--- config.mk ---
export PLATFORM = sky130hd
export DESIGN_NAME = pipe_stage_reg
export DESIGN_NICKNAME = d
export VERILOG_FILES = /design/src/rtl/pipe_pkg.sv /design/src/rtl/pipe_stage_cell.sv /design/src/rtl/pipe_stage_reg.sv
export SDC_FILE = /design/constraint.sdc
export NUM_CORES = 1
export LEC_CHECK = 0
export BUFFER_PORTS_ARGS = -buffer_cell sky130_fd_sc_hd__buf_2
export CAP_MARGIN = 20
export CORE_MARGIN = 2
export CORE_UTILIZATION = 30
export DETAILED_ROUTE_END_ITERATION = 7
export SLEW_MARGIN = 10
export SYNTH_ARGS = -nofsm -noshare
export SYNTH_HDL_FRONTEND = slang
export SYNTH_SLANG_ARGS = --single-unit
export TNS_END_PERCENT = 5
--- constraint.sdc ---
create_clock -name clk -period 3.3 [get_ports clk]
set_input_delay 0.165 -clock clk [delete_from_list [all_inputs] [get_ports clk]]
set_output_delay 0.165 -clock clk [all_outputs]
set_load 0.1 [all_outputs]
--- src/rtl/pipe_pkg.sv ---
// Shared pipeline-register types: uniform stall/flush control for every
// stage register in the datapath, plus the default datapath width.
package pipe_pkg;

    localparam int unsigned PIPE_DATA_W = 64;

    typedef struct packed {
        logic stall;
        logic flush;
    } pipe_ctrl_t;

endpackage

--- src/rtl/pipe_stage_cell.sv ---
// One pipeline stage: WIDTH data bits plus a valid bit, with a load enable
// and a clear (flush) that takes priority over loading.
module pipe_stage_cell
    import pipe_pkg::*;
#(
    parameter int unsigned      WIDTH         = PIPE_DATA_W,
    parameter logic [WIDTH-1:0] RESET_VAL     = '0,
    parameter bit               ZERO_ON_FLUSH = 1'b1
) (
    input  logic             clk,
    input  logic             reset,
    input  logic             load_en_i,
    input  logic             clear_i,
    input  logic [WIDTH-1:0] d_i,
    input  logic             d_valid_i,
    output logic [WIDTH-1:0] q_o,
    output logic             q_valid_o
);

    logic [WIDTH-1:0] data_q, data_d;
    logic             valid_q, valid_d;

    always_comb begin
        data_d  = data_q;
        valid_d = valid_q;
        if (clear_i) begin
            valid_d = 1'b0;
            if (ZERO_ON_FLUSH) begin
                data_d = RESET_VAL;
            end
        end else if (load_en_i) begin
            data_d  = d_i;
            valid_d = d_valid_i;
        end
    end

    always_ff @(posedge clk or posedge reset) begin
        if (reset) begin
            data_q  <= RESET_VAL;
            valid_q <= 1'b0;
        end else begin
            data_q  <= data_d;
            valid_q <= valid_d;
        end
    end

    assign q_o       = data_q;
    assign q_valid_o = valid_q;

endmodule

--- src/rtl/pipe_stage_reg.sv ---
// Parametrised pipeline register chain with stall (hold), flush (bubble
// insertion) and a registered occupancy count of valid stages.
module pipe_stage_reg
    import pipe_pkg::*;
#(
    parameter int unsigned      WIDTH         = PIPE_DATA_W,
    parameter int unsigned      DEPTH         = 1,
    parameter logic [WIDTH-1:0] RESET_VAL     = '0,
    parameter bit               ZERO_ON_FLUSH = 1'b1
) (
    input  logic                       clk,
    input  logic                       reset,
    input  logic                       stall,
    input  logic                       flush,
    input  logic [WIDTH-1:0]           d,
    input  logic                       d_valid,
    output logic [WIDTH-1:0]           q,
    output logic                       q_valid,
    output logic [$clog2(DEPTH+1)-1:0] occupancy
);

    localparam int unsigned OCC_W = $clog2(DEPTH + 1);

    if (DEPTH < 1) begin : g_depth_check
        $error("pipe_stage_reg: DEPTH must be >= 1");
    end

    pipe_ctrl_t       ctrl;
    logic             load_en;
    logic [WIDTH-1:0] data_w [DEPTH];
    logic [DEPTH-1:0] valid_w;
    logic [OCC_W-1:0] occ_q, occ_d;

    assign ctrl    = '{stall: stall, flush: flush};
    assign load_en = !ctrl.flush && !ctrl.stall;

    for (genvar i = 0; i < DEPTH; i++) begin : g_stage
        logic [WIDTH-1:0] cell_d;
        logic             cell_v;

        if (i == 0) begin : g_head
            assign cell_d = d;
            assign cell_v = d_valid;
        end else begin : g_link
            assign cell_d = data_w[i-1];
            assign cell_v = valid_w[i-1];
        end

        pipe_stage_cell #(
            .WIDTH        (WIDTH),
            .RESET_VAL    (RESET_VAL),
            .ZERO_ON_FLUSH(ZERO_ON_FLUSH)
        ) u_cell (
            .clk      (clk),
            .reset    (reset),
            .load_en_i(load_en),
            .clear_i  (ctrl.flush),
            .d_i      (cell_d),
            .d_valid_i(cell_v),
            .q_o      (data_w[i]),
            .q_valid_o(valid_w[i])
        );
    end

    // Entry and exit are counted in modular OCC_W arithmetic; the result is
    // always in range even if the intermediate sum wraps.
    always_comb begin
        occ_d = occ_q;
        if (ctrl.flush) begin
            occ_d = '0;
        end else if (!ctrl.stall) begin
            occ_d = occ_q + OCC_W'(d_valid) - OCC_W'(valid_w[DEPTH-1]);
        end
    end

    always_ff @(posedge clk or posedge reset) begin
        if (reset) begin
            occ_q <= '0;
        end else begin
            occ_q <= occ_d;
        end
    end

    assert property (@(posedge clk) disable iff (reset)
        occ_q == OCC_W'($countones(valid_w)));

    assign q         = data_w[DEPTH-1];
    assign q_valid   = valid_w[DEPTH-1];
    assign occupancy = occ_q;

endmodule

==> summary.md <==
| Metric | Value |
|---|---|
| Status | finished clean |
| Most frequent cell after synthesis | dfrtp_1 |
| Antenna cells | 0 |
| Lkg Pwr | 2.10 nW |
| Floorplan row count | 34 |
| Period utilization | 0.401 |
| FF-to-FF Start | g_stage[0].u_cell.q_valid_o |
| Setup ws final | 1.98 ns |
| Via count | 2047 |
| Cell taking the most area after synthesis | dfrtp_1 |
| Clock tree buffer depth | 2 |
| CP startpoint | g_stage[0].u_cell.q_valid_o |
| Layout cell share with drive strength beyond 1 | 0.426 |
| Tmin final | 1.32 ns |
| Worst-path clk slew | 0.07 ns |
| Top cell family by delay on the critical path | buffers and inverters |
| DRT iter0 DRCs | 41 |
| Drt wl/cell | 12.8 µm |
| Syn_area_per_cell | 12.7 µm² |
| Met3 usage | 0.0464 |
| Worst Tran Pin Value | 1.10 ns |
| Io pins | 135 |
| Top_reg_cell synth | dfrtp_1 |
| Crit path cell chain | buf_2 |
| Syn Nets | 285 |
| Setup crit end kind | output port |
| Setup violations, final | 0 |
| Nets | 417 |
| Kind of start point of the critical path | register |
| Worst clock skew | 0.000390 ns |
| Drt pass-1 iters | 4 |
| TritonCTS buffer count | 9 |
| Vias per cell | 4.45 |
| Die Ht | 99.4 µm |
| Top cell type's share of synthesized area | 0.604 |
| Cell count after synthesis | 216 |
| Pin count of the biggest net entering global routing | 68 |
| Global-route wire length before repair | 9.56 mm |
| Max Transition Viols Final | 0 |
| HP Class | in2async |
| Die Wd | 99.4 µm |
| GR Overflow Total | 0 |
| Max-cap violations | 0 |
| Synthesis warning total | 0 |
| Area contributors post-synth | dfrtp_1 (60%), mux2i_1 (24%), nor2_1 (8.9%), buf_12 (3.7%), buf_2 (0.73%) |
| Hold Buf Count CTS | 0 |
| Critical Setup Path Class | reg2out |
| CTS tree | built |
| Post-Syn Area | 2730 µm² |
| Total core area | 8760 µm² |
| DP Worst Slack | 1.78 ns |
| Register bit total from synthesis | 66 |
| Clk root buf | clkbuf_8 |
| M1 GR Usage | 0.150 |
| Pwr/cell area | 581 nW/µm² |
| Post-CTS Setup Bufs | 0 |
| Post-cts sizing count | 0 |
| Initial antenna violation count | 0 |
| DRT antenna net count | 0 |
| GR peak layer | met2 |
| Max FO, Critical Path | 3 |
| Worst Path Buf+Inv | 1 |
| Post-route DRC violation count | 0 |
| Clk sinks | 66 |
| Synth async-reset ratio | 1.00 |
| Final Hold Fails | 0 |
| Slowest Stage Delay on Critical Path | 0.44 ns |
| Total wire length | 5.89 mm |
| Die area | 9890 µm² |
| Cell variety after synth | 13 |
| Total Power | 2.09 mW |
| Max-slew headroom | 0.268 |
| RSZ-0062 raised after global routing | false |
| Post-synth EDFFs | 0 |
| Synthesis-to-finish area growth | 31.6% |
| Routing usage on met2 | 0.196 |
| CTS H-tree lvls | 3 |
| Setup TNS Final | 0 ns |
| Sequential-to-total area share from yosys stat | 0.604 |
| Max frequency | 755 MHz |
| Routability cong. | 0.687 |
| Arr. time, crit path | 1.16 ns |
| Worst vdd ir | 0.289 mV |
| Worst path slowest cell | buf_2 |
| Reg2reg setup slack | 2.24 ns |
| Hold Worst Slack | 0.0260 ns |
| Starting Density | 0.312 |
| Synth cell count leaders | dfrtp_1 (66), mux2i_1 (65), nor2_1 (65) |
| Clock Latency Late Sink | 0.33 ns |
| Vias in the first global route | 2073 |
| Total GRT Usage | 0.122 |
| PortBufs | 134 |
| Critical Path RT | 3.13 ns |
[layout make-up]
type / instances / area, µm²
sequential: 66 / 1650
clock buffer: 12 / 145
clock inverter: 3 / 40.0
tap: 108 / 135
fill: 855 / 5170
multi-input combinational: 134 / 920
timing repair buffer: 136 / 701
inverter: 1 / 3.75
[sequential cells by signal, summed over array words and instances, names as in the netlist]
signal	count
occupancy	1
g_stage.u_cell.q_o	64
g_stage.u_cell.q_valid_o	1
[power breakdown]
| part | switching (mW) | leakage, nW | internal [mW] |
|---|---|---|---|
| clock network | 0.287 | 0.0962 | 0.364 |
| logic | 0.450 | 1.13 | 0.112 |
| registers | 0.0235 | 0.876 | 0.855 |
| total | 0.761 | 2.10 | 1.33 |
[cell families after synthesis]
| kind of cell | count (synthesis) | share of synthesized area |
|---|---|---|
| XOR/XNOR | 1 | 0.00321 |
| buffers and inverters | 16 | 0.0591 |
| AND/OR/NAND/NOR | 66 | 0.0916 |
| AO/OA/AOI/OAI | 2 | 0.00366 |
| multiplexers | 65 | 0.238 |
| flip-flops | 66 | 0.604 |
[per-layer routing]
metal	vias up	share of wire
li1	972	-
met5	-	0
met2	90	0.46
met1	975	0.44
met4	0	0.014
met3	10	0.090
[path summary, 6_finish.rpt]
kind	endpoint	depth (start not counted)
min reg2reg	g_stage[0].u_cell.q_o[33]	2
min	g_stage[0].u_cell.q_o[6]	2
max	q_valid	1
max in group asynchronous	g_stage[0].u_cell.q_o[28]	3
max reg2reg	occupancy	3
min in group clk	g_stage[0].u_cell.q_o[4]	3
[stage by stage]
| step | area (µm²) | util | cells |
|---|---|---|---|
| 6_report | 3600 | 0.410 | 460 |
| 5_1_grt | 3600 | 0.410 | 460 |
| 4_1_cts | 3600 | 0.410 | 460 |
| 3_5_place_dp | 3410 | 0.389 | 445 |
| 3_3_place_gp | 3390 | 0.387 | 444 |
| 2_1_floorplan | 2730 | - | 216 |
[cells in the final DEF (no fill, tap or decap)]
cell / netlist / routed
clkinv_2: 0 / 2
inv_2: 0 / 1
or3_1: 1 / 1
buf_4: 2 / 2
dfrtp_1: 66 / 66
nor2_1: 65 / 65
bufinv_16: 0 / 1
clkbuf_8: 0 / 10
buf_12: 5 / 1
o21ai_0: 1 / 1
a21oi_1: 1 / 1
xnor2_1: 1 / 1
mux2i_1: 65 / 65
clkbuf_1: 3 / 2
buf_2: 4 / 133
(Power assumes the default switching activity.)
